--- src/rtl/alu_issue_queue_pkg.sv ---
`default_nettype none
// alu_issue_queue_pkg: shared widths and default sizes for the ALU issue queue.
// Revision: 1.0
package alu_issue_queue_pkg;
   localparam int IQ_DEPTH  = 8;
   localparam int IQ_ROB_W  = 5;
   localparam int IQ_TYPE_W = 5;
   localparam int IQ_NUM_WB = 2;
   localparam int DATA_W    = 32;
endpackage
`default_nettype wire

--- src/rtl/rs_age_select.sv ---
`default_nettype none
// rs_age_select: binary tree picking the valid entry with the smallest relative age.
// Revision: 1.0
module rs_age_select #(
   parameter int DEPTH = 8,
   parameter int AGE_W = 5
) (
   input  logic [DEPTH-1:0]         valid,
   input  logic [DEPTH*AGE_W-1:0]   age,
   output logic                     sel_valid,
   output logic [$clog2(DEPTH)-1:0] sel_idx
);
   localparam int IDX_W = $clog2(DEPTH);
   localparam int NODES = 2 * DEPTH - 1;

   // Heap layout: node n has children 2n+1 (lower indices) and 2n+2.
   logic             nv [NODES];
   logic [AGE_W-1:0] na [NODES];
   logic [IDX_W-1:0] ni [NODES];

   always_comb begin
      for (int i = 0; i < DEPTH; i++) begin
         nv[DEPTH-1+i] = valid[i];
         na[DEPTH-1+i] = age[i*AGE_W +: AGE_W];
         ni[DEPTH-1+i] = IDX_W'(i);
      end
      // Left wins equal ages, so ties resolve to the lowest index.
      for (int n = DEPTH - 2; n >= 0; n--) begin
         if (nv[2*n+1] && (!nv[2*n+2] || na[2*n+1] <= na[2*n+2])) begin
            nv[n] = 1'b1;
            na[n] = na[2*n+1];
            ni[n] = ni[2*n+1];
         end else begin
            nv[n] = nv[2*n+2];
            na[n] = na[2*n+2];
            ni[n] = ni[2*n+2];
         end
      end
      sel_valid = nv[0];
      sel_idx   = ni[0];
   end
endmodule
`default_nettype wire

--- src/rtl/alu_issue_queue.sv ---
`default_nettype none
// alu_issue_queue: reservation station with result wakeup and oldest-first issue.
// Revision: 1.0
module alu_issue_queue
   import alu_issue_queue_pkg::*;
#(
   parameter int DEPTH  = IQ_DEPTH,
   parameter int ROB_W  = IQ_ROB_W,
   parameter int TYPE_W = IQ_TYPE_W,
   parameter int NUM_WB = IQ_NUM_WB
) (
   input  logic                     clk,
   input  logic                     rst_n,
   input  logic                     flush,
   input  logic [ROB_W-1:0]         rob_head,
   input  logic                     disp_valid,
   output logic                     disp_ready,
   input  logic [ROB_W-1:0]         disp_rob_id,
   input  logic [TYPE_W-1:0]        disp_type,
   input  logic [DATA_W-1:0]        disp_v1,
   input  logic [DATA_W-1:0]        disp_v2,
   input  logic                     disp_q1,
   input  logic                     disp_q2,
   input  logic [ROB_W-1:0]         disp_dep1,
   input  logic [ROB_W-1:0]         disp_dep2,
   input  logic [NUM_WB-1:0]        wb_valid,
   input  logic [NUM_WB*ROB_W-1:0]  wb_rob_id,
   input  logic [NUM_WB*DATA_W-1:0] wb_value,
   output logic                     iss_valid,
   input  logic                     iss_ready,
   output logic [DATA_W-1:0]        iss_v1,
   output logic [DATA_W-1:0]        iss_v2,
   output logic [ROB_W-1:0]         iss_rob_id,
   output logic [TYPE_W-1:0]        iss_type,
   output logic [$clog2(DEPTH):0]   count
);
   localparam int IDX_W = $clog2(DEPTH);
   localparam int CNT_W = IDX_W + 1;

   logic [DEPTH-1:0]  busy, q1, q2;
   logic [ROB_W-1:0]  rob_id [DEPTH];
   logic [ROB_W-1:0]  dep1   [DEPTH];
   logic [ROB_W-1:0]  dep2   [DEPTH];
   logic [TYPE_W-1:0] op_type[DEPTH];
   logic [DATA_W-1:0] v1     [DEPTH];
   logic [DATA_W-1:0] v2     [DEPTH];

   logic              hold_valid;
   logic [IDX_W-1:0]  hold_idx;

   logic [DEPTH-1:0]  hit1, hit2;
   logic [DATA_W-1:0] wv1 [DEPTH];
   logic [DATA_W-1:0] wv2 [DEPTH];
   logic              d_hit1, d_hit2;
   logic [DATA_W-1:0] d_wv1, d_wv2;

   logic [DEPTH-1:0]       eligible;
   logic [DEPTH*ROB_W-1:0] rel_age;
   logic                   sel_valid;
   logic [IDX_W-1:0]       sel_idx, cur_idx, free_idx;
   logic                   accept, issue;

   // Ports are scanned from the highest index down so the lowest matching port wins.
   always_comb begin
      d_hit1 = 1'b0;
      d_hit2 = 1'b0;
      d_wv1  = disp_v1;
      d_wv2  = disp_v2;
      for (int i = 0; i < DEPTH; i++) begin
         hit1[i] = 1'b0;
         hit2[i] = 1'b0;
         wv1[i]  = v1[i];
         wv2[i]  = v2[i];
      end
      for (int k = NUM_WB - 1; k >= 0; k--) begin
         if (wb_valid[k]) begin
            if (wb_rob_id[k*ROB_W +: ROB_W] == disp_dep1) begin
               d_hit1 = 1'b1;
               d_wv1  = wb_value[k*DATA_W +: DATA_W];
            end
            if (wb_rob_id[k*ROB_W +: ROB_W] == disp_dep2) begin
               d_hit2 = 1'b1;
               d_wv2  = wb_value[k*DATA_W +: DATA_W];
            end
            for (int i = 0; i < DEPTH; i++) begin
               if (wb_rob_id[k*ROB_W +: ROB_W] == dep1[i]) begin
                  hit1[i] = 1'b1;
                  wv1[i]  = wb_value[k*DATA_W +: DATA_W];
               end
               if (wb_rob_id[k*ROB_W +: ROB_W] == dep2[i]) begin
                  hit2[i] = 1'b1;
                  wv2[i]  = wb_value[k*DATA_W +: DATA_W];
               end
            end
         end
      end
   end

   always_comb begin
      free_idx = '0;
      for (int i = DEPTH - 1; i >= 0; i--) begin
         if (!busy[i]) free_idx = IDX_W'(i);
      end
      eligible = busy & ~q1 & ~q2;
      for (int i = 0; i < DEPTH; i++) begin
         rel_age[i*ROB_W +: ROB_W] = rob_id[i] - rob_head;
      end
   end

   rs_age_select #(
      .DEPTH (DEPTH),
      .AGE_W (ROB_W)
   ) u_age_select (
      .valid     (eligible),
      .age       (rel_age),
      .sel_valid (sel_valid),
      .sel_idx   (sel_idx)
   );

   // A stalled issue stays locked on its entry so iss_* cannot change under the ALU.
   assign cur_idx    = hold_valid ? hold_idx : sel_idx;
   assign iss_valid  = (hold_valid | sel_valid) & ~flush;
   assign issue      = iss_valid & iss_ready;
   assign disp_ready = count < CNT_W'(DEPTH);
   assign accept     = disp_valid & disp_ready & ~flush;

   assign iss_rob_id = rob_id[cur_idx];
   assign iss_type   = op_type[cur_idx];
   assign iss_v1     = v1[cur_idx];
   assign iss_v2     = v2[cur_idx];

   always_ff @(posedge clk or negedge rst_n) begin
      if (!rst_n) begin
         busy       <= '0;
         q1         <= '0;
         q2         <= '0;
         count      <= '0;
         hold_valid <= 1'b0;
         hold_idx   <= '0;
      end else if (flush) begin
         busy       <= '0;
         count      <= '0;
         hold_valid <= 1'b0;
      end else begin
         count      <= count + CNT_W'(accept) - CNT_W'(issue);
         hold_valid <= iss_valid & ~iss_ready;
         hold_idx   <= cur_idx;
         for (int i = 0; i < DEPTH; i++) begin
            if (q1[i] && hit1[i]) q1[i] <= 1'b0;
            if (q2[i] && hit2[i]) q2[i] <= 1'b0;
            if (issue && cur_idx == IDX_W'(i)) busy[i] <= 1'b0;
            if (accept && free_idx == IDX_W'(i)) begin
               busy[i] <= 1'b1;
               q1[i]   <= disp_q1 & ~d_hit1;
               q2[i]   <= disp_q2 & ~d_hit2;
            end
         end
      end
   end

   always_ff @(posedge clk) begin
      for (int i = 0; i < DEPTH; i++) begin
         if (accept && free_idx == IDX_W'(i)) begin
            rob_id[i]  <= disp_rob_id;
            op_type[i] <= disp_type;
            dep1[i]    <= disp_dep1;
            dep2[i]    <= disp_dep2;
            v1[i]      <= (disp_q1 && d_hit1) ? d_wv1 : disp_v1;
            v2[i]      <= (disp_q2 && d_hit2) ? d_wv2 : disp_v2;
         end else begin
            if (q1[i] && hit1[i]) v1[i] <= wv1[i];
            if (q2[i] && hit2[i]) v2[i] <= wv2[i];
         end
      end
   end
endmodule
`default_nettype wire

--- config.mk ---
export PLATFORM = sky130hd
export DESIGN_NAME = alu_issue_queue
export DESIGN_NICKNAME = d
export VERILOG_FILES = /design/src/rtl/alu_issue_queue_pkg.sv /design/src/rtl/rs_age_select.sv /design/src/rtl/alu_issue_queue.sv
export SDC_FILE = /design/constraint.sdc
export NUM_CORES = 2
export LEC_CHECK = 0
export BUFFER_PORTS_ARGS = -buffer_cell sky130_fd_sc_hd__clkbuf_2
export CAP_MARGIN = 20
export CORE_MARGIN = 1
export CORE_UTILIZATION = 45
export CTS_CLUSTER_SIZE = 40
export DETAILED_ROUTE_END_ITERATION = 8
export RECOVER_POWER = 50
export SKIP_CTS_REPAIR_TIMING = 1
export SLEW_MARGIN = 25
export SYNTH_ARGS = -nofsm -noshare
export SYNTH_HDL_FRONTEND = slang
export SYNTH_SLANG_ARGS = --single-unit
--- constraint.sdc ---
create_clock -name clk -period 11.2 [get_ports clk]
set_input_delay 1.12 -clock clk [delete_from_list [all_inputs] [get_ports clk]]
set_output_delay 1.12 -clock clk [all_outputs]
set_load 0.03 [all_outputs]
==> results.py <==
metrics = {
    "status": {
        "status": "finished with violations",
        "violations": "DRC, capacitance limit, slew limit",
    },
    "sta": {
        "setup_viol": 0,
        "post-route-period-util": 0.9255,
        "max_freq_mhz": 96.47,
        "fin_skew_ns": 0.03199,
        "worstMarginPinSlew_ns": 4.225,
        "rsz0062_at_grt": "no",
        "fin_crit_ns": 10.37,
        "finalMaxSlewViolations": 1119,
        "finalHoldViolCount": 0,
        "slew_headroom": -1.817,
        "setup_tns_ns": 0,
    },
    "synthesis": {
        "synth_edf_count": 672,
        "async_flop_share": 0.04545,
        "synth_xor_area_frac": 0.04007,
        "synth_compound_area_frac": 0.2033,
        "syn_nets": 5258,
        "synth_fa_ha_area_frac": 0.02164,
        "syn-cell-area_mm2": 0.04765,
        "ys.flop_type": "edfxtp_1",
        "synth-simple-area-share": 0.1005,
        "ys_seq_area_frac": 0.4403,
        "syn-mean-instance-area_um2": 9.512,
        "postSynthCellCount": 5009,
        "ys_seq_elements": 704,
        "ys_types": 66,
        "muxShareOfSynthArea": 0.1419,
        "synth_top_family_by_area": "compound AO/OA/AOI/OAI gates",
        "yosysWarningCount": 0,
    },
    "worst_setup_path": {
        "cp.required_ns": 10.08,
        "end_kind": "primary output",
        "startpoint_type": "primary input",
        "cp_slowest_cell": "a21oi_2",
        "crit_path_max_fanout": 17,
        "path_class": "primary input to primary output",
        "arrival_ns": 9.25,
        "cpPeakStageDelay_ns": 0.61,
        "rrSetupSlack_ns": 3.15,
    },
    "global_routing": {
        "grt_pass1_wl_um": 271700,
        "grt-ovfl-total": 0,
        "grt_busiest_layer": "met2",
        "met2_usage": 0.5330,
        "antenna_found_initial": 9,
        "grtUsageTotal": 0.3442,
        "grt_use_met1": 0.4621,
        "grt_max_degree": 83,
        "grt_use_met3": 0.07557,
        "grt_pass1_vias": 38304,
    },
    "place": {
        "placed_cells": 6220,
        "gp_congestion": 0.8757,
        "port-buffer-count": 251,
        "hpwl_um": 108100,
        "placed_area_mm2": 0.04990,
    },
    "die": {
        "die_y_um": 327.4,
        "start_util": 0.4571,
        "ios": 252,
        "dieArea_mm2": 0.1072,
        "core_mm2": 0.1042,
        "rows": 118,
        "die_w_um": 327.4,
    },
    "detailed_routing": {
        "antenna_left": 0,
        "drtIter0Drc": 5547,
        "viasPerCell": 6.508,
        "drc": 10,
        "vias": 41504,
        "wl_per_cell_um": 29.78,
        "drt-pass1-iter-count": 9,
        "wl_um": 189900,
    },
    "final_layout": {
        "utilization": 0.5014,
        "multi_input_area_mm2": 0.02460,
        "syn_to_final_growth_pct": 9.701,
        "fin_cells": 6377,
        "drive_gt1_frac": 0.1110,
        "nets": 5174,
        "seq_area_mm2": 0.02098,
        "n_fill_cell": 9821,
        "fin_area_mm2": 0.05227,
    },
    "clock_tree": {
        "clock_latency_ns": 0.67,
        "clkTransAtPathRegs_ns": 0.07,
        "cts_buffer_depth": 3,
        "clock-sinks": 704,
        "numCtsBuffers": 83,
        "cts_tree": "built",
        "htree_levels": 3,
        "root_buffer": "clkbuf_16",
    },
    "pwr": {
        "powerDensity_mw_per_mm2": 171.9,
        "peakVddDrop_mv": 0.1639,
        "p_leak_uw": 0.01757,
        "total_power_uw": 8987,
    },
    "min_path": {
        "hp-class": "flop to flop",
    },
    "job": {
        "cap_violations": 32,
    },
}
-- critical path: cells and delay by family --
| family | cells | cell delay (ns) |
|---|---|---|
| AND/OR/NAND/NOR | 3 | 0.69 |
| adder cells (fa/ha/maj) | 4 | 1.55 |
| XOR/XNOR | 1 | 0.15 |
| buffers and inverters | 5 | 1.20 |
| multiplexers | 1 | 0.42 |
| AO/OA/AOI/OAI | 15 | 4.06 |
-- through the flow --
stage	hold slack (ns)	worst slack [ns]
2_1_floorplan	0.4811	1.706
3_3_place_gp	0.5024	0.7862
3_5_place_dp	0.5166	0.9411
4_1_cts	0.5323	0.9306
5_1_grt	0.5470	0.3405
6_report	0.5323	0.8342
-- kinds of logic after synthesis --
| kind of cell | count (synthesis) |
|---|---|
| buffers and inverters | 629 |
| adder cells (fa/ha/maj) | 77 |
| AND/OR/NAND/NOR | 1139 |
| XOR/XNOR | 218 |
| flip-flops | 704 |
| AO/OA/AOI/OAI | 1571 |
| multiplexers | 671 |
-- per-layer routing --
layer / vias up / wire length (um)
li1: 18371 / -
met1: 19883 / 75420
met2: 2741 / 83500
met3: 503 / 22070
met4: 6 / 8883
met5: - / 45
-- path summary, 6_finish.rpt --
path                                    end         from  cells past startpoint
max in group asynchronous             q2[2]        rst_n                      1
worst min-delay path            hold_idx[0]  hold_idx[0]                      1
worst max-delay path             iss_v1[11]  rob_head[1]                     29
worst max register to register    v1[1][14]   dep1[0][5]                      7
worst min register to register  hold_idx[0]  hold_idx[0]                      1
min in group asynchronous          count[3]        rst_n                      1
-- cells in the final DEF, fill, tap and decap left out, drive strengths merged, types with 9 or more instances in the layout --
master and count:
and3 24, a22o 12, ha 68, mux2 34, o21ai 770, o31ai 33, edfxtp 672, o22a 31
a21o 22, inv 91, o22ai 61, o211ai 390, o211a 24, nor2 214, xnor2 65, nor4 36
fa 9, xor2 153, nor3 9, a222oi 14, buf 88, mux2i 637, nand2b 11, nand3 37
clkbuf 388, dfrtp 32, a21oi 120, a211oi 16, nand2 734, clkinv 36, a22oi 13, or4 41
a31oi 33
-- cell usage after synthesis (all sizes together), types with 41 or more instances --
master,number,area [um^2]
o211ai,390,2938
nand2,734,2755
ha,68,850.8
or4,41,307.8
xnor2,65,569.3
inv,86,322.8
edfxtp,672,20180
o21ai,770,3854
nor2,214,803.3
a21oi,120,608.1
buf,115,564.3
mux2i,637,6376
o22ai,61,381.6
clkbuf,428,1607
xor2,153,1340
-- state kept, by name (all words and copies together) (netlist names) --
register	cells
hold_valid	1
v1	256
busy	8
q1	8
rob_id	40
q2	8
v2	256
hold_idx	3
count	4
dep1	40
op_type	40
dep2	40
-- power breakdown --
part | leakage (uW) | internal (uW) | switching [uW] | total (uW)
clock | 0.00123 | 1460 | 1180 | 2630
sequential | 0.00649 | 3020 | 62.2 | 3080
combinational | 0.00985 | 936 | 2330 | 3270
-- cell type report --
cell class,count,share of cell area
repair buffers,374,0.04010
inverters,86,0.006176
diodes,5,0.0002394
clock buffers,102,0.04170
well taps,1380,0.03303
flip-flops and latches,704,0.4014
multi-input cells,3676,0.4706
clock inverters,50,0.006775
Power figures use the tool's default switching activity.
